$ cat config.mk
export PLATFORM = sky130hd
export DESIGN_NAME = framebuffer_write_arbiter_flat
export DESIGN_NICKNAME = d
export VERILOG_FILES = /design/src/rtl/framebuffer_write_arbiter_pkg.sv /design/src/rtl/framebuffer_write_arbiter_if.sv /design/src/rtl/framebuffer_write_arbiter_fill_sequencer.sv /design/src/rtl/framebuffer_write_arbiter.sv /design/src/flat_wrapper.sv
export SDC_FILE = /design/constraint.sdc
export NUM_CORES = 1
export LEC_CHECK = 0
export CAP_MARGIN = 10
export CORE_MARGIN = 2
export CORE_UTILIZATION = 50
export CTS_BUF_LIST = sky130_fd_sc_hd__clkbuf_8
export DETAILED_ROUTE_END_ITERATION = 16
export GPL_TIMING_DRIVEN = 0
export PLACE_DENSITY_LB_ADDON = 0.05
export SYNTH_ARGS = -nofsm -noshare
export SYNTH_HDL_FRONTEND = slang
export SYNTH_HIERARCHICAL = 1
export SYNTH_SLANG_ARGS = --single-unit
$ cat constraint.sdc
create_clock -name clk_i -period 3 [get_ports clk_i]
set_input_delay 0.3 -clock clk_i [delete_from_list [all_inputs] [get_ports clk_i]]
set_output_delay 0.3 -clock clk_i [all_outputs]
set_load 0.01 [all_outputs]
$ cat src/rtl/framebuffer_write_arbiter_pkg.sv
// Shared widths, FSM encodings and helpers for the framebuffer port-A arbiter.
package framebuffer_write_arbiter_pkg;

    localparam int FB_ADDR_WIDTH = 12;
    localparam int FB_DATA_WIDTH = 8;

    typedef enum logic [1:0] {
        FBA_IDLE = 2'd0,
        FBA_FILL = 2'd1,
        FBA_DONE = 2'd2
    } fba_state_e;

    // Stall counter increment that sticks at all-ones instead of wrapping.
    function automatic logic [7:0] sat_inc8(input logic [7:0] v);
        return (v == 8'hFF) ? v : v + 8'd1;
    endfunction

endpackage

$ cat src/rtl/framebuffer_write_arbiter_if.sv
// Port-A bus: UART-side request signals in, multimem port-A signals out.
interface framebuffer_write_arbiter_if
    import framebuffer_write_arbiter_pkg::*;
#(
    parameter int ADDR_WIDTH = FB_ADDR_WIDTH,
    parameter int DATA_WIDTH = FB_DATA_WIDTH
) ();

    logic [ADDR_WIDTH-1:0] uart_address;
    logic [DATA_WIDTH-1:0] uart_data;
    logic                  uart_write_enable;
    logic                  uart_clk_enable;

    logic [ADDR_WIDTH-1:0] ram_address;
    logic [DATA_WIDTH-1:0] ram_data_out;
    logic                  ram_write_enable;
    logic                  ram_clk_enable;

    // Driven by control_module (or a bench standing in for it).
    modport master (
        output uart_address, uart_data, uart_write_enable, uart_clk_enable,
        input  ram_address, ram_data_out, ram_write_enable, ram_clk_enable
    );

    // Driven by the arbiter.
    modport slave (
        input  uart_address, uart_data, uart_write_enable, uart_clk_enable,
        output ram_address, ram_data_out, ram_write_enable, ram_clk_enable
    );

endinterface

$ cat src/rtl/framebuffer_write_arbiter_fill_sequencer.sv
// Fill engine: walks addresses 0..FILL_LAST_ADDR writing one byte, advancing
// only on cycles the top-level mux grants it; counts cycles lost to UART.
module fb_fill_sequencer
    import framebuffer_write_arbiter_pkg::*;
#(
    parameter int                    ADDR_WIDTH     = FB_ADDR_WIDTH,
    parameter int                    DATA_WIDTH     = FB_DATA_WIDTH,
    parameter logic [ADDR_WIDTH-1:0] FILL_LAST_ADDR = {ADDR_WIDTH{1'b1}}
) (
    input  logic                  clk_i,
    input  logic                  reset_i,
    input  logic                  fill_start_i,
    input  logic [DATA_WIDTH-1:0] fill_value_i,
    input  logic                  fill_gnt_i,
    output logic                  fill_req_o,
    output logic [ADDR_WIDTH-1:0] fill_addr_o,
    output logic [DATA_WIDTH-1:0] fill_value_o,
    output logic                  fill_busy_o,
    output logic                  fill_done_o,
    output logic [7:0]            fill_stall_count_o
);

    fba_state_e            state_q, state_d;
    logic [ADDR_WIDTH-1:0] addr_q, addr_d;
    logic [DATA_WIDTH-1:0] value_q, value_d;
    logic [7:0]            stall_q, stall_d;

    // State, address, value and stall-count registers.
    always_ff @(posedge clk_i) begin
        if (reset_i) begin
            state_q <= FBA_IDLE;
            addr_q  <= '0;
            value_q <= '0;
            stall_q <= '0;
        end else begin
            state_q <= state_d;
            addr_q  <= addr_d;
            value_q <= value_d;
            stall_q <= stall_d;
        end
    end

    // Next-state logic; a FILL cycle without grant means UART took the port.
    always_comb begin
        state_d = state_q;
        addr_d  = addr_q;
        value_d = value_q;
        stall_d = stall_q;
        case (state_q)
            FBA_IDLE: begin
                if (fill_start_i) begin
                    value_d = fill_value_i;
                    addr_d  = '0;
                    stall_d = '0;
                    state_d = FBA_FILL;
                end
            end
            FBA_FILL: begin
                if (fill_gnt_i) begin
                    if (addr_q == FILL_LAST_ADDR) begin
                        state_d = FBA_DONE;
                    end else begin
                        addr_d = addr_q + ADDR_WIDTH'(1);
                    end
                end else begin
                    stall_d = sat_inc8(stall_q);
                end
            end
            FBA_DONE: state_d = FBA_IDLE;
            default:  state_d = FBA_IDLE;
        endcase
    end

    assign fill_req_o         = (state_q == FBA_FILL);
    assign fill_busy_o        = (state_q == FBA_FILL);
    assign fill_done_o        = (state_q == FBA_DONE);
    assign fill_addr_o        = addr_q;
    assign fill_value_o       = value_q;
    assign fill_stall_count_o = stall_q;

endmodule

$ cat src/rtl/framebuffer_write_arbiter.sv
// Framebuffer port-A arbiter: UART path has strict priority, the fill engine
// uses idle cycles. Both sources see one cycle of registered latency.
module framebuffer_write_arbiter
    import framebuffer_write_arbiter_pkg::*;
#(
    parameter int                    ADDR_WIDTH     = FB_ADDR_WIDTH,
    parameter int                    DATA_WIDTH     = FB_DATA_WIDTH,
    parameter logic [ADDR_WIDTH-1:0] FILL_LAST_ADDR = {ADDR_WIDTH{1'b1}}
) (
    input  logic                         clk_i,
    input  logic                         reset_i,
    framebuffer_write_arbiter_if.slave   bus,
    input  logic                         fill_start_i,
    input  logic [DATA_WIDTH-1:0]        fill_value_i,
    output logic                         fill_busy_o,
    output logic                         fill_done_o,
    output logic [7:0]                   fill_stall_count_o
);

    logic                  fill_req;
    logic                  fill_gnt;
    logic [ADDR_WIDTH-1:0] fill_addr;
    logic [DATA_WIDTH-1:0] fill_value;

    logic [ADDR_WIDTH-1:0] addr_q, addr_d;
    logic [DATA_WIDTH-1:0] data_q, data_d;
    logic                  we_q, we_d;
    logic                  ce_q, ce_d;

    assign fill_gnt = fill_req & ~bus.uart_clk_enable;

    fb_fill_sequencer #(
        .ADDR_WIDTH     (ADDR_WIDTH),
        .DATA_WIDTH     (DATA_WIDTH),
        .FILL_LAST_ADDR (FILL_LAST_ADDR)
    ) u_seq (
        .clk_i              (clk_i),
        .reset_i            (reset_i),
        .fill_start_i       (fill_start_i),
        .fill_value_i       (fill_value_i),
        .fill_gnt_i         (fill_gnt),
        .fill_req_o         (fill_req),
        .fill_addr_o        (fill_addr),
        .fill_value_o       (fill_value),
        .fill_busy_o        (fill_busy_o),
        .fill_done_o        (fill_done_o),
        .fill_stall_count_o (fill_stall_count_o)
    );

    // Priority mux: UART, then fill; with no request address/data hold.
    always_comb begin
        addr_d = addr_q;
        data_d = data_q;
        we_d   = 1'b0;
        ce_d   = 1'b0;
        if (bus.uart_clk_enable) begin
            addr_d = bus.uart_address;
            data_d = bus.uart_data;
            we_d   = bus.uart_write_enable;
            ce_d   = 1'b1;
        end else if (fill_gnt) begin
            addr_d = fill_addr;
            data_d = fill_value;
            we_d   = 1'b1;
            ce_d   = 1'b1;
        end
    end

    // Port-A output registers, all cleared by reset.
    always_ff @(posedge clk_i) begin
        if (reset_i) begin
            addr_q <= '0;
            data_q <= '0;
            we_q   <= 1'b0;
            ce_q   <= 1'b0;
        end else begin
            addr_q <= addr_d;
            data_q <= data_d;
            we_q   <= we_d;
            ce_q   <= ce_d;
        end
    end

    assign bus.ram_address      = addr_q;
    assign bus.ram_data_out     = data_q;
    assign bus.ram_write_enable = we_q;
    assign bus.ram_clk_enable   = ce_q;

endmodule

$ cat src/flat_wrapper.sv
// flat-port wrapper written by rule: the top's interface ports become plain ports
module framebuffer_write_arbiter_flat import framebuffer_write_arbiter_pkg::*;
#(
    parameter int                    ADDR_WIDTH     = FB_ADDR_WIDTH,
    parameter int                    DATA_WIDTH     = FB_DATA_WIDTH,
    parameter logic [ADDR_WIDTH-1:0] FILL_LAST_ADDR = {ADDR_WIDTH{1'b1}}
)
  (clk_i, reset_i, fill_start_i, fill_value_i, fill_busy_o, fill_done_o, fill_stall_count_o, bus_uart_address, bus_uart_data, bus_uart_write_enable, bus_uart_clk_enable, bus_ram_address, bus_ram_data_out, bus_ram_write_enable, bus_ram_clk_enable);
  framebuffer_write_arbiter_if #(.ADDR_WIDTH(ADDR_WIDTH), .DATA_WIDTH(DATA_WIDTH)) bus_i ();
  input  logic clk_i;
  input  logic reset_i;
  input  logic fill_start_i;
  input  logic [DATA_WIDTH-1:0] fill_value_i;
  output logic fill_busy_o;
  output logic fill_done_o;
  output logic [7:0] fill_stall_count_o;
  input wire logic [$bits(bus_i.uart_address)-1:0] bus_uart_address;
  input wire logic [$bits(bus_i.uart_data)-1:0] bus_uart_data;
  input wire logic [$bits(bus_i.uart_write_enable)-1:0] bus_uart_write_enable;
  input wire logic [$bits(bus_i.uart_clk_enable)-1:0] bus_uart_clk_enable;
  output wire logic [$bits(bus_i.ram_address)-1:0] bus_ram_address;
  output wire logic [$bits(bus_i.ram_data_out)-1:0] bus_ram_data_out;
  output wire logic [$bits(bus_i.ram_write_enable)-1:0] bus_ram_write_enable;
  output wire logic [$bits(bus_i.ram_clk_enable)-1:0] bus_ram_clk_enable;
  assign bus_i.uart_address = bus_uart_address;
  assign bus_i.uart_data = bus_uart_data;
  assign bus_i.uart_write_enable = bus_uart_write_enable;
  assign bus_i.uart_clk_enable = bus_uart_clk_enable;
  assign bus_ram_address = bus_i.ram_address;
  assign bus_ram_data_out = bus_i.ram_data_out;
  assign bus_ram_write_enable = bus_i.ram_write_enable;
  assign bus_ram_clk_enable = bus_i.ram_clk_enable;
  framebuffer_write_arbiter #(.ADDR_WIDTH(ADDR_WIDTH), .DATA_WIDTH(DATA_WIDTH), .FILL_LAST_ADDR(FILL_LAST_ADDR)) u_core (.clk_i(clk_i), .reset_i(reset_i), .bus(bus_i), .fill_start_i(fill_start_i), .fill_value_i(fill_value_i), .fill_busy_o(fill_busy_o), .fill_done_o(fill_done_o), .fill_stall_count_o(fill_stall_count_o));
endmodule
After elaboration in Yosys (flattened, before gate mapping)
Index checks and enable logic that the tools add are counted.

word-level totals
  flip-flop bits (word level) = 52
  bits of input ports = 33
  output and inout port bits = 32
  logic and storage cells = 48

operators by class
  $add $sub $neg = 2
  equality and inequality tests = 10
  multiplexer cells = 19
  bitwise operators = 2
  reductions and logical operators = 7

operators by type and width
  cell                     number
  $mux W12                 5
  $mux W8                  5
  $pmux W12 S2             1
  $pmux W8 S2              1
  $add A12 B1 Y12 const B  1
  $eq A12 B12 Y1 const B   1
  $ne A2 B2 Y1 const B     6
  $add A8 B1 Y8 const B    1
  $eq A8 B8 Y1 const B     1
  $reduce_and A4 Y1        2
  $mux W2                  3
  $pmux W2 S2              1
  $reduce_bool A2 Y1       2
  $mux W1                  3
  $reduce_and A3 Y1        1
  $eq A2 B1 Y1 const B     1
  $eq A2 B2 Y1 const B     1
  $logic_not A2 Y1         1
  $reduce_and A2 Y1        1
  $and A1 B1 Y1            1
  $not A1 Y1               1

Longest topological paths before layout
Gate-level depths: netlist of run 1.

  depth in word-level cells = 4
  gate-level depth with buffers = 13
  mapped depth without buffers = 7

By module
The synthesis of run 1 kept the hierarchy.

modules (own cells, without submodules)
  module                     times used  cells each  area an instance (sq um)
  fb_fill_sequencer          1           182         1502.7
  framebuffer_write_arbiter  1           97          1022.2

Worst setup path before layout of run 1
No wires, ideal clock.

  path kind = register to register
  start = register u_core.u_seq.state_q[1]
  end = register u_core.u_seq.addr_q[5], in the netlist u_core/u_seq/fill_addr_o[5]
  setup time = 70 ps
  data arrival time = 2581 ps
  slack = 349 ps
  stages on the path, launching flop included = 13
  path buffers = 5
  clock period less this slack = 2651 ps
  cells stage by stage = dfxtp_1 buf_4 nand2b_2 inv_2 clkbuf_1 buf_4 buf_6 buf_12 nor2b_1 nand2_1 or2_2 or4_1 a21oi_1

on the way
  longest elaborated chain between the ends = 4
  elaborated cells between the ends (all ways) = 9
  classes of those cells = eq/ne (4); mux (1); bitwise (1); reduce/logical (3)

ends and longest elaborated chain
  element                      line                                            text
  start: declaration           framebuffer_write_arbiter_fill_sequencer.sv:23  fba_state_e state_q, state_d;
  start signal: assignment     framebuffer_write_arbiter_fill_sequencer.sv:36  state_q <= state_d;
  $eq A2 B1 Y1                 --
  via fill_busy_o              flat_wrapper.sv:14                              output logic fill_busy_o;
  $and A1 B1 Y1                framebuffer_write_arbiter.sv:30                 assign fill_gnt = fill_req & ~bus.uart_clk_enable;
  via u_core.fill_gnt          framebuffer_write_arbiter.sv:21                 logic fill_gnt;
  $ne A2 B2 Y1 (no line)       --
  $reduce_and A4 Y1 (no line)  --
  end signal: assignment       framebuffer_write_arbiter_fill_sequencer.sv:37  addr_q <= addr_d;
  end: declaration             framebuffer_write_arbiter_fill_sequencer.sv:24  logic [ADDR_WIDTH-1:0] addr_q, addr_d;

The timed path passes the listed nets, and every way through them passes these cells.
A chain may end at the register's enable or synchronous reset.

Worst setup path in the final report of run 1
  start = register u_core.u_seq.state_q[1]
  end = register u_core.u_seq.addr_q[5], in the netlist u_core/u_seq/fill_addr_o[5]

on the way
  longest elaborated chain between the ends = 4
  elaborated cells between the ends (all ways) = 9
  classes of those cells = eq/ne (4); mux (1); bitwise (1); reduce/logical (3)

ends and longest elaborated chain
  element                      line                                            text
  $eq A2 B1 Y1                 framebuffer_write_arbiter_fill_sequencer.sv:74  assign fill_req_o = (state_q == FBA_FILL);
  via u_core.fill_req          framebuffer_write_arbiter.sv:20                 logic fill_req;
  $and A1 B1 Y1                framebuffer_write_arbiter.sv:30
  via u_core.fill_gnt          framebuffer_write_arbiter.sv:21
  $ne A2 B2 Y1 (no line)       --
  $reduce_and A4 Y1 (no line)  --

The timed path passes the listed nets, and every way through them passes these cells.

==> report_table.html, run 1 <==
<table>
<tr><th>Metric</th><th>Value</th></tr>
<tr><th colspan="2">STA</th></tr>
<tr><td>Slew of the pin with the lowest slew margin</td><td>763 ps</td></tr>
<tr><td>Fin Hold WS</td><td>488 ps</td></tr>
<tr><td>Share of the cycle needed by the critical path after routing</td><td>0.927</td></tr>
<tr><td>Hold Vio Cnt, Final</td><td>0</td></tr>
<tr><td>Setup_tns</td><td>0 ps</td></tr>
<tr><td>Time the final worst path needs with I/O delays and setup</td><td>2780 ps</td></tr>
<tr><td>Final worst slack</td><td>219 ps</td></tr>
<tr><td>Clock tree skew after final layout</td><td>3.40 ps</td></tr>
<tr><td>Number of setup violations in the final report</td><td>0</td></tr>
<tr><td>Unrepaired setup endpoints after global routing</td><td>no</td></tr>
<tr><td>Number of max-slew violations in the final report</td><td>0</td></tr>
<tr><td>Max transition margin</td><td>0.486</td></tr>
<tr><td>Maximum clock rate</td><td>0.360 GHz</td></tr>
<tr><th colspan="2">Clock network</th></tr>
<tr><td>Clock tree root driver cell</td><td>sky130_fd_sc_hd__clkbuf_8</td></tr>
<tr><td>Number of buffers created by CTS</td><td>5</td></tr>
<tr><td>CTS tree</td><td>done</td></tr>
<tr><td>Clock sink count</td><td>52</td></tr>
<tr><td>H-tree depth</td><td>2</td></tr>
<tr><td>Clock-pin slew of the registers on the worst-case setup and hold paths</td><td>90 ps</td></tr>
<tr><td>Clock latency on the worst-skew pair</td><td>300 ps</td></tr>
<tr><td>Number of buffers inserted to repair setup after CTS</td><td>0</td></tr>
<tr><td>CTS Buffer Depth</td><td>2</td></tr>
<tr><th colspan="2">Setup path</th></tr>
<tr><td>Critical path endpoint category</td><td>flip-flop</td></tr>
<tr><td>Sequence of cells on the critical path</td><td>buf_4, nand2b_2, inv_2, buf_2, buf_4, buf_6, buf_12, nor2b_2, nand2_1, or2_2, or4_1, a21oi_1</td></tr>
<tr><td>Buffers and inverters on the worst path</td><td>6</td></tr>
<tr><td>Slowest cell on the critical path</td><td>sky130_fd_sc_hd__or4_1</td></tr>
<tr><td>Worst Reg-to-Reg Cells</td><td>12</td></tr>
<tr><td>Startpoint of the most critical register-to-register path</td><td>u_core/u_seq/state_q[1]</td></tr>
<tr><td>Biggest cell delay along the critical path</td><td>480 ps</td></tr>
<tr><td>Critical Path Source Type</td><td>flip-flop</td></tr>
<tr><td>Endpoint required time on the critical path</td><td>3230 ps</td></tr>
<tr><td>Reg-to-Reg End</td><td>u_core/u_seq/fill_addr_o[5]</td></tr>
<tr><td>Cell with the most instances on the worst path</td><td>sky130_fd_sc_hd__buf_4</td></tr>
<tr><td>Worst reg-to-reg setup slack</td><td>220 ps</td></tr>
<tr><td>Maximum net fanout on the critical path</td><td>11</td></tr>
<tr><td>Critical path's top delay family</td><td>simple AND/OR/NAND/NOR gates</td></tr>
<tr><td>Data arrival time of the critical path</td><td>3010 ps</td></tr>
<tr><td>Worst Path Class, Setup</td><td>reg -&gt; reg</td></tr>
<tr><th colspan="2">Detailed routing</th></tr>
<tr><td>DRC violations left</td><td>0</td></tr>
<tr><td>Antenna violation net count after detailed routing</td><td>0</td></tr>
<tr><td>Wire length per cell</td><td>14.9 um</td></tr>
<tr><td>DR vias/cell</td><td>5.79</td></tr>
<tr><td>Total via count after detailed routing</td><td>2,413</td></tr>
<tr><td>Pre-antenna DRT Iters</td><td>4</td></tr>
<tr><td>Starting DRT DRC Count</td><td>135</td></tr>
<tr><td>Total Routed Length</td><td>6210 um</td></tr>
<tr><th colspan="2">Pwr</th></tr>
<tr><td>Cell internal power dissipation</td><td>1.16 mW</td></tr>
<tr><td>Cell Pwr Density</td><td>450 nW/um^2</td></tr>
<tr><td>Net switching fraction of the power</td><td>0.239</td></tr>
<tr><td>Seq pwr share</td><td>0.488</td></tr>
<tr><td>Leakage dissipation</td><td>1.20 nW</td></tr>
<tr><td>Combinational share of power</td><td>0.171</td></tr>
<tr><td>Fraction of power consumed by the clock network</td><td>0.341</td></tr>
<tr><td>Switching component of the power</td><td>0.363 mW</td></tr>
<tr><td>IR Drop Worst-Case VDD</td><td>0.285 mV</td></tr>
<tr><th colspan="2">Place</th></tr>
<tr><td>Last weighted congestion value of the routability-driven placer</td><td>0.861</td></tr>
<tr><td>Cells after DPL</td><td>410</td></tr>
<tr><td>HPWL Detailed</td><td>4550 um</td></tr>
<tr><td>Number of input and output port buffers inserted</td><td>64</td></tr>
<tr><td>Worst slack, placed</td><td>-54.5 ps</td></tr>
<tr><th colspan="2">Global routing</th></tr>
<tr><td>Pin count of the biggest net entering global routing</td><td>16</td></tr>
<tr><td>Antenna violations before repair</td><td>0</td></tr>
<tr><td>Total grt overflow</td><td>0</td></tr>
<tr><td>Global-route wire length before repair</td><td>10,200 um</td></tr>
<tr><td>Tot GR Track Use</td><td>0.232</td></tr>
<tr><td>Number of global-route vias before repair</td><td>2,205</td></tr>
<tr><th colspan="2">Floorplan</th></tr>
<tr><td>Die height</td><td>75.1 um</td></tr>
<tr><td>Num ports</td><td>65</td></tr>
<tr><td>Initial Util</td><td>0.528</td></tr>
<tr><td>Standard-cell rows</td><td>25</td></tr>
<tr><td>Core area</td><td>4790 sq um</td></tr>
<tr><td>Floorplan die area</td><td>5630 sq um</td></tr>
<tr><td>Die boundary width</td><td>75.1 um</td></tr>
<tr><th colspan="2">Logic synthesis</th></tr>
<tr><td>Yosys top cell by area</td><td>sky130_fd_sc_hd__dfxtp_1</td></tr>
<tr><td>Average instance area after synthesis</td><td>9.05 sq um</td></tr>
<tr><td>Netlist area before placement</td><td>2520 sq um</td></tr>
<tr><td>Number of warnings reported in the yosys synthesis log</td><td>6</td></tr>
<tr><td>Flip-flop cell with the highest count after synthesis</td><td>sky130_fd_sc_hd__dfxtp_1</td></tr>
<tr><td>Proportion of synthesized flip-flops having asynchronous set or reset</td><td>0</td></tr>
<tr><td>Count of unique library cells instantiated by Yosys</td><td>41</td></tr>
<tr><td>Synth Net Count</td><td>314</td></tr>
<tr><td>Most area-consuming cells after synthesis</td><td>sky130_fd_sc_hd__dfxtp_1 41%, sky130_fd_sc_hd__mux2i_1 8.7%, sky130_fd_sc_hd__a211oi_1 6.5%</td></tr>
<tr><td>Area share of the largest cell type after synthesis</td><td>0.412</td></tr>
<tr><td>Flop and latch count out of synthesis</td><td>52</td></tr>
<tr><td>Number of synthesized flops with an enable pin</td><td>0</td></tr>
<tr><td>Share of the yosys chip area belonging to registers</td><td>0.412</td></tr>
<tr><td>Number of instances in the synthesized netlist</td><td>279</td></tr>
<tr><th colspan="2">Worst hold path</th></tr>
<tr><td>Beginning of the worst hold path</td><td>u_core/u_seq/fill_value_o[5]</td></tr>
<tr><td>Kind of path behind the tightest hold check</td><td>reg -&gt; reg</td></tr>
<tr><td>Destination of the worst hold path</td><td>u_core/u_seq/fill_value_o[5]</td></tr>
<tr><td>Cell count of the worst hold path</td><td>2</td></tr>
<tr><th colspan="2">Finish</th></tr>
<tr><td># fillers</td><td>404</td></tr>
<tr><td>Antenna Cells</td><td>0</td></tr>
<tr><td>Number of nets at the end of the flow</td><td>384</td></tr>
<tr><td>Post-synthesis to final-layout area growth</td><td>33.8%</td></tr>
<tr><td>Fraction of final layout cells sized beyond drive strength 1</td><td>0.0714</td></tr>
<tr><td>Finished Layout Cells</td><td>417</td></tr>
<tr><th colspan="2">Job</th></tr>
<tr><td>Number of max-cap violations</td><td>0</td></tr>
<tr><th colspan="2">Status</th></tr>
<tr><td>Status</td><td>complete, no violations</td></tr>
</table>
==> per-layer routing <==
layer / part of all wire / global-route usage
met1: 0.45 / 0.296
met2: 0.49 / 0.391
met3: 0.046 / 0.0428
met4: 0.0055 / 0.0853
met5: 0 / 0
==> cell families after synthesis <==
group / after synthesis / synth area share
flops: 52 / 0.412
compound gates: 82 / 0.217
buf+inv: 28 / 0.0624
fa+ha+maj: 2 / 0.00991
mux: 22 / 0.0872
simple gates: 93 / 0.211
==> layout by cell type, fill, tap and decap left out, types with 3 or more instances in the layout <==
master / instances
sky130_fd_sc_hd__a211oi_1: 22
sky130_fd_sc_hd__a21oi_1: 19
sky130_fd_sc_hd__a32o_1: 6
sky130_fd_sc_hd__buf_2: 5
sky130_fd_sc_hd__clkbuf_1: 11
sky130_fd_sc_hd__clkbuf_8: 7
sky130_fd_sc_hd__clkdlybuf4s50_1: 64
sky130_fd_sc_hd__dfxtp_1: 52
sky130_fd_sc_hd__inv_1: 4
sky130_fd_sc_hd__mux2i_1: 22
sky130_fd_sc_hd__nand2_1: 16
sky130_fd_sc_hd__nand3_1: 8
sky130_fd_sc_hd__nand4_1: 8
sky130_fd_sc_hd__nor2_1: 7
sky130_fd_sc_hd__nor2b_1: 21
sky130_fd_sc_hd__nor3_1: 6
sky130_fd_sc_hd__nor3b_1: 3
sky130_fd_sc_hd__o21ai_0: 17
sky130_fd_sc_hd__o31ai_1: 5
sky130_fd_sc_hd__or3_1: 5
sky130_fd_sc_hd__or4_1: 5
==> tightest hold or removal path: cells and delay by family (launching register included) <==
kind	cells	cell delay, ps
compound gates	2	130
flops	1	320
==> cell type report <==
class	count	area (sq um)	share of cell area
Clock inverter	1	30.0	0.00889
Tap cell	67	83.8	0.0248
Buffer	22	136	0.0404
Multi-Input combinational cell	199	1330	0.394
Sequential cell	52	1040	0.308
Clock buffer	7	96.3	0.0285
Timing Repair Buffer	64	641	0.190
Inverter	5	18.8	0.00555
==> cell usage after synthesis (2+ instances only) <==
cell and instances:
sky130_fd_sc_hd__nand2b_1 2, sky130_fd_sc_hd__nor2b_1 22, sky130_fd_sc_hd__a211o_1 2, sky130_fd_sc_hd__o31ai_1 5, sky130_fd_sc_hd__buf_4 2, sky130_fd_sc_hd__buf_2 4
sky130_fd_sc_hd__nor3b_1 3, sky130_fd_sc_hd__ha_1 2, sky130_fd_sc_hd__buf_12 2, sky130_fd_sc_hd__and4_1 2, sky130_fd_sc_hd__nor2_1 7, sky130_fd_sc_hd__nand4_1 8
sky130_fd_sc_hd__a211oi_1 22, sky130_fd_sc_hd__o21ai_0 17, sky130_fd_sc_hd__dfxtp_1 52, sky130_fd_sc_hd__or4_1 5, sky130_fd_sc_hd__nand3_1 8, sky130_fd_sc_hd__and3_1 2
sky130_fd_sc_hd__o41ai_1 2, sky130_fd_sc_hd__a21o_1 2, sky130_fd_sc_hd__inv_1 4, sky130_fd_sc_hd__a21oi_1 20, sky130_fd_sc_hd__nor3_1 6, sky130_fd_sc_hd__a41oi_1 2
sky130_fd_sc_hd__or3_1 5, sky130_fd_sc_hd__nand2_1 16, sky130_fd_sc_hd__o311ai_0 2, sky130_fd_sc_hd__nor4_1 2, sky130_fd_sc_hd__clkbuf_1 13, sky130_fd_sc_hd__mux2i_1 22
sky130_fd_sc_hd__a32o_1 6
==> state kept, by name (all words and copies together) (netlist names) <==
register and count:
u_core/bus.ram_address 12, u_core/bus.ram_clk_enable 1, u_core/bus.ram_data_out 8, u_core/bus.ram_write_enable 1, u_core/u_seq/fill_addr_o 12, u_core/u_seq/fill_stall_count_o 8
u_core/u_seq/fill_value_o 8, u_core/u_seq/state_q 2
==> worst max-delay path by stage <==
stage	startpoint	to	slack, ps	cells after the start
floorplan	u_core/u_seq/state_q[1]	u_core/u_seq/fill_addr_o[5]	350	12
global placement	u_core/u_seq/state_q[1]	u_core/u_seq/fill_addr_o[2]	-20	12
detailed placement	u_core/u_seq/state_q[1]	u_core/u_seq/fill_addr_o[2]	-50	12
CTS	u_core/u_seq/state_q[1]	u_core/u_seq/fill_stall_count_o[2]	120	13
global route	u_core/u_seq/state_q[1]	u_core/u_seq/fill_addr_o[5]	50	12
finish	u_core/u_seq/state_q[1]	u_core/u_seq/fill_addr_o[5]	220	12
==> stage by stage <==
| step | cell area (sq um) | util | power [mW] |
|---|---|---|---|
| global route | 3380 | 0.706 | 1.58 |
| floorplan | 2520 | - | 0.894 |
| CTS | 3380 | 0.706 | 1.53 |
| detailed placement | 3250 | 0.679 | 1.02 |
| global placement | 3250 | 0.679 | 1.01 |
| finish | 3380 | 0.706 | 1.52 |
==> power by group through the flow <==
| stage | sequential, mW | clock, mW | combinational, mW |
|---|---|---|---|
| 2_1_floorplan | 0.764 | 0 | 0.129 |
| 3_3_place_gp | 0.757 | 0 | 0.257 |
| 3_5_place_dp | 0.757 | 0 | 0.260 |
| 4_1_cts | 0.742 | 0.529 | 0.262 |
| 5_1_grt | 0.746 | 0.554 | 0.284 |
| 6_report | 0.741 | 0.518 | 0.261 |
==> repair_timing <==
item | CTS | global route
resized for setup | 2 | 2
endpoints found under the setup margin | 6 | 2
hold buffers | 0 | 0
No activity file was read; power rests on OpenSTA's default activity.
==> run 2, diff against run 1 <==
--- a/config.mk
+++ b/config.mk
@@ -7,7 +7,7 @@
 export LEC_CHECK = 0
 export CAP_MARGIN = 10
 export CORE_MARGIN = 2
-export CORE_UTILIZATION = 50
+export CORE_UTILIZATION = 32
 export CTS_BUF_LIST = sky130_fd_sc_hd__clkbuf_8
 export DETAILED_ROUTE_END_ITERATION = 16
 export GPL_TIMING_DRIVEN = 0
==> run 2 against run 1 <==
Total power down 1.7%. Cell count up 8.6%. Sequential share of layout area down 0.33 points. Critical path depth up 1. Utilization down 26 points. Clock power down 6.2%. Worst hold slack worse by 11 ps. Via count down 3.6%.
==> report_table.html, run 2 (synthesis results as in run 1) <==
<table>
<tr><th>Metric</th><th>Value</th></tr>
<tr><th colspan="2">Finish</th></tr>
<tr><td># fillers</td><td>817</td></tr>
<tr><td>Most common library cell in the layout ignoring fill and taps</td><td>sky130_fd_sc_hd__clkdlybuf4s50_1</td></tr>
<tr><td>Fraction of final layout cells sized beyond drive strength 1</td><td>0.0741</td></tr>
<tr><td>Commonest cells after routing, fill and taps aside</td><td>64 x sky130_fd_sc_hd__clkdlybuf4s50_1, 52 x sky130_fd_sc_hd__dfxtp_1, 22 x sky130_fd_sc_hd__mux2i_1, 22 x sky130_fd_sc_hd__a211oi_1, 21 x sky130_fd_sc_hd__nor2b_1</td></tr>
<tr><td>Post-synthesis to final-layout area growth</td><td>35.3%</td></tr>
<tr><td>Number of nets at the end of the flow</td><td>385</td></tr>
<tr><td>Antenna Cells</td><td>0</td></tr>
<tr><th colspan="2">Setup path</th></tr>
<tr><td>Critical path endpoint category</td><td>flip-flop</td></tr>
<tr><td>Endpoint required time on the critical path</td><td>3240 ps</td></tr>
<tr><td>Cell with the most instances on the worst path</td><td>sky130_fd_sc_hd__buf_4</td></tr>
<tr><td>Sequence of cells on the critical path</td><td>buf_4, nand2b_2, inv_2, clkbuf_4, buf_4, buf_6, buf_12, nor2b_2, nand2b_1, a21o_1, clkbuf_2, or4_1, a21oi_1</td></tr>
<tr><td>Data arrival time of the critical path</td><td>3080 ps</td></tr>
<tr><td>Critical path's top delay family</td><td>buffers and inverters</td></tr>
<tr><td>Worst Path Class, Setup</td><td>reg -&gt; reg</td></tr>
<tr><td>Maximum net fanout on the critical path</td><td>11</td></tr>
<tr><td>Biggest cell delay along the critical path</td><td>490 ps</td></tr>
<tr><td>Buffers and inverters on the worst path</td><td>7</td></tr>
<tr><td>Startpoint of the most critical register-to-register path</td><td>u_core/u_seq/state_q[1]</td></tr>
<tr><td>Start point of the critical path</td><td>u_core/u_seq/state_q[1]</td></tr>
<tr><td>Critical Path Source Type</td><td>flip-flop</td></tr>
<tr><td>Slowest cell on the critical path</td><td>sky130_fd_sc_hd__or4_1</td></tr>
<tr><th colspan="2">Floorplan</th></tr>
<tr><td>Num ports</td><td>65</td></tr>
<tr><td>Initial Util</td><td>0.328</td></tr>
<tr><td>Core area</td><td>7690 sq um</td></tr>
<tr><td>Die height</td><td>92.8 um</td></tr>
<tr><td>Floorplan die area</td><td>8620 sq um</td></tr>
<tr><td>Die boundary width</td><td>92.8 um</td></tr>
<tr><td>Standard-cell rows</td><td>32</td></tr>
<tr><th colspan="2">Detailed routing</th></tr>
<tr><td>DRC violations left</td><td>0</td></tr>
<tr><td>Total via count after detailed routing</td><td>2,326</td></tr>
<tr><td>Antenna violation net count after detailed routing</td><td>0</td></tr>
<tr><td>Total Routed Length</td><td>6950 um</td></tr>
<tr><td>Wire length per cell</td><td>15.3 um</td></tr>
<tr><td>DR vias/cell</td><td>5.13</td></tr>
<tr><td>Pre-antenna DRT Iters</td><td>4</td></tr>
<tr><td>Starting DRT DRC Count</td><td>91</td></tr>
<tr><th colspan="2">Worst hold path</th></tr>
<tr><td>Kind of path behind the tightest hold check</td><td>reg -&gt; reg</td></tr>
<tr><td>Beginning of the worst hold path</td><td>u_core/u_seq/fill_value_o[5]</td></tr>
<tr><th colspan="2">Job</th></tr>
<tr><td>Number of max-cap violations</td><td>0</td></tr>
<tr><th colspan="2">STA</th></tr>
<tr><td>Slew of the pin with the lowest slew margin</td><td>832 ps</td></tr>
<tr><td>Fin Hold WS</td><td>477 ps</td></tr>
<tr><td>Clock tree skew after final layout</td><td>13.6 ps</td></tr>
<tr><td>Maximum clock rate</td><td>0.351 GHz</td></tr>
<tr><td>Setup_tns</td><td>0 ps</td></tr>
<tr><td>Time the final worst path needs with I/O delays and setup</td><td>2850 ps</td></tr>
<tr><td>Unrepaired setup endpoints after global routing</td><td>no</td></tr>
<tr><td>Share of the cycle needed by the critical path after routing</td><td>0.949</td></tr>
<tr><td>Number of max-slew violations in the final report</td><td>0</td></tr>
<tr><td>Number of setup violations in the final report</td><td>0</td></tr>
<tr><td>Max transition margin</td><td>0.439</td></tr>
<tr><td>Hold Vio Cnt, Final</td><td>0</td></tr>
<tr><td>Final worst slack</td><td>153 ps</td></tr>
<tr><th colspan="2">Pwr</th></tr>
<tr><td>Cell Pwr Density</td><td>438 nW/um^2</td></tr>
<tr><td>Total power</td><td>1.49 mW</td></tr>
<tr><td>Leakage dissipation</td><td>1.19 nW</td></tr>
<tr><td>IR Drop Worst-Case VDD</td><td>0.157 mV</td></tr>
<tr><th colspan="2">Clock network</th></tr>
<tr><td>Number of buffers created by CTS</td><td>5</td></tr>
<tr><td>Clock-pin slew of the registers on the worst-case setup and hold paths</td><td>100 ps</td></tr>
<tr><td>CTS tree</td><td>done</td></tr>
<tr><td>H-tree depth</td><td>2</td></tr>
<tr><td>Clock latency on the worst-skew pair</td><td>300 ps</td></tr>
<tr><td>CTS Buffer Depth</td><td>2</td></tr>
<tr><td>Clock tree root driver cell</td><td>sky130_fd_sc_hd__clkbuf_8</td></tr>
<tr><td>Clock sink count</td><td>52</td></tr>
<tr><td>Hold Buf Count CTS</td><td>0</td></tr>
<tr><th colspan="2">Place</th></tr>
<tr><td>HPWL Detailed</td><td>5100 um</td></tr>
<tr><td>Worst slack, placed</td><td>-225 ps</td></tr>
<tr><td>Number of input and output port buffers inserted</td><td>64</td></tr>
<tr><td>Last weighted congestion value of the routability-driven placer</td><td>0.818</td></tr>
<tr><th colspan="2">Global routing</th></tr>
<tr><td>Tot GR Track Use</td><td>0.166</td></tr>
<tr><td>Global-route wire length before repair</td><td>11,400 um</td></tr>
<tr><td>Pin count of the biggest net entering global routing</td><td>17</td></tr>
<tr><td>Antenna violations before repair</td><td>0</td></tr>
<tr><td>Total grt overflow</td><td>0</td></tr>
<tr><td>Number of global-route vias before repair</td><td>2,298</td></tr>
<tr><th colspan="2">Status</th></tr>
<tr><td>Status</td><td>complete, no violations</td></tr>
</table>
[run 2: tightest hold or removal path: stages (launching register included)]
cell                      delay [ps]
sky130_fd_sc_hd__dfxtp_1         310
sky130_fd_sc_hd__o21ai_0          60
sky130_fd_sc_hd__a21oi_1          60
[run 2: cell type report]
class,instances,area (sq um),area share
inverters,5,18.8,0.00549
plain buffers,23,144,0.0421
flip-flops and latches,52,1040,0.305
clock buffers,5,68.8,0.0201
clock inverters,3,42.5,0.0125
multi-input cells,199,1330,0.390
well taps,102,128,0.0374
repair buffers,64,641,0.188
[run 2: metal layers]
metal / global-route usage / wire length [um] / vias to the layer above
met5: 0 / 0 / -
met4: 0.0441 / 71 / 0
met3: 0.0317 / 322 / 4
met2: 0.269 / 3180 / 54
met1: 0.226 / 3370 / 1080
li1: - / - / 1188
[run 2: final timing paths]
check	endpoint	slack (ps)	cells after the start
hold / removal	u_core/u_seq/fill_value_o[5]	480	2
setup reg to reg	u_core/u_seq/fill_stall_count_o[2]	150	13
setup / recovery	u_core/u_seq/fill_stall_count_o[2]	150	13
hold reg to reg	u_core/u_seq/fill_value_o[5]	480	2
[run 2: power by group]
group	leakage [nW]	switching, mW	internal [mW]
registers	0.426	0.0208	0.721
clock network	0.0541	0.239	0.247
logic	0.711	0.124	0.142
[run 2: repair_timing]
item,4_1_cts,5_1_grt
endpoints found under the hold margin,0,0
setup endpoints to repair,14,15
resized for setup,2,6
setup buffers,0,0
[run 2: per-stage QoR]
stage | utilization | area [sq um] | instances
finish | 0.444 | 3420 | 453
global placement | 0.428 | 3290 | 445
global route | 0.444 | 3420 | 453
detailed placement | 0.428 | 3290 | 445
floorplan | - | 2520 | 279
CTS | 0.444 | 3410 | 453
==> run 3, diff against run 2 <==
--- a/config.mk
+++ b/config.mk
@@ -5,7 +5,6 @@
 export SDC_FILE = /design/constraint.sdc
 export NUM_CORES = 1
 export LEC_CHECK = 0
-export CAP_MARGIN = 10
 export CORE_MARGIN = 2
 export CORE_UTILIZATION = 32
 export CTS_BUF_LIST = sky130_fd_sc_hd__clkbuf_8
==> results of run 3 <==
Final layout, timing and power as in run 2 (identical DEF).
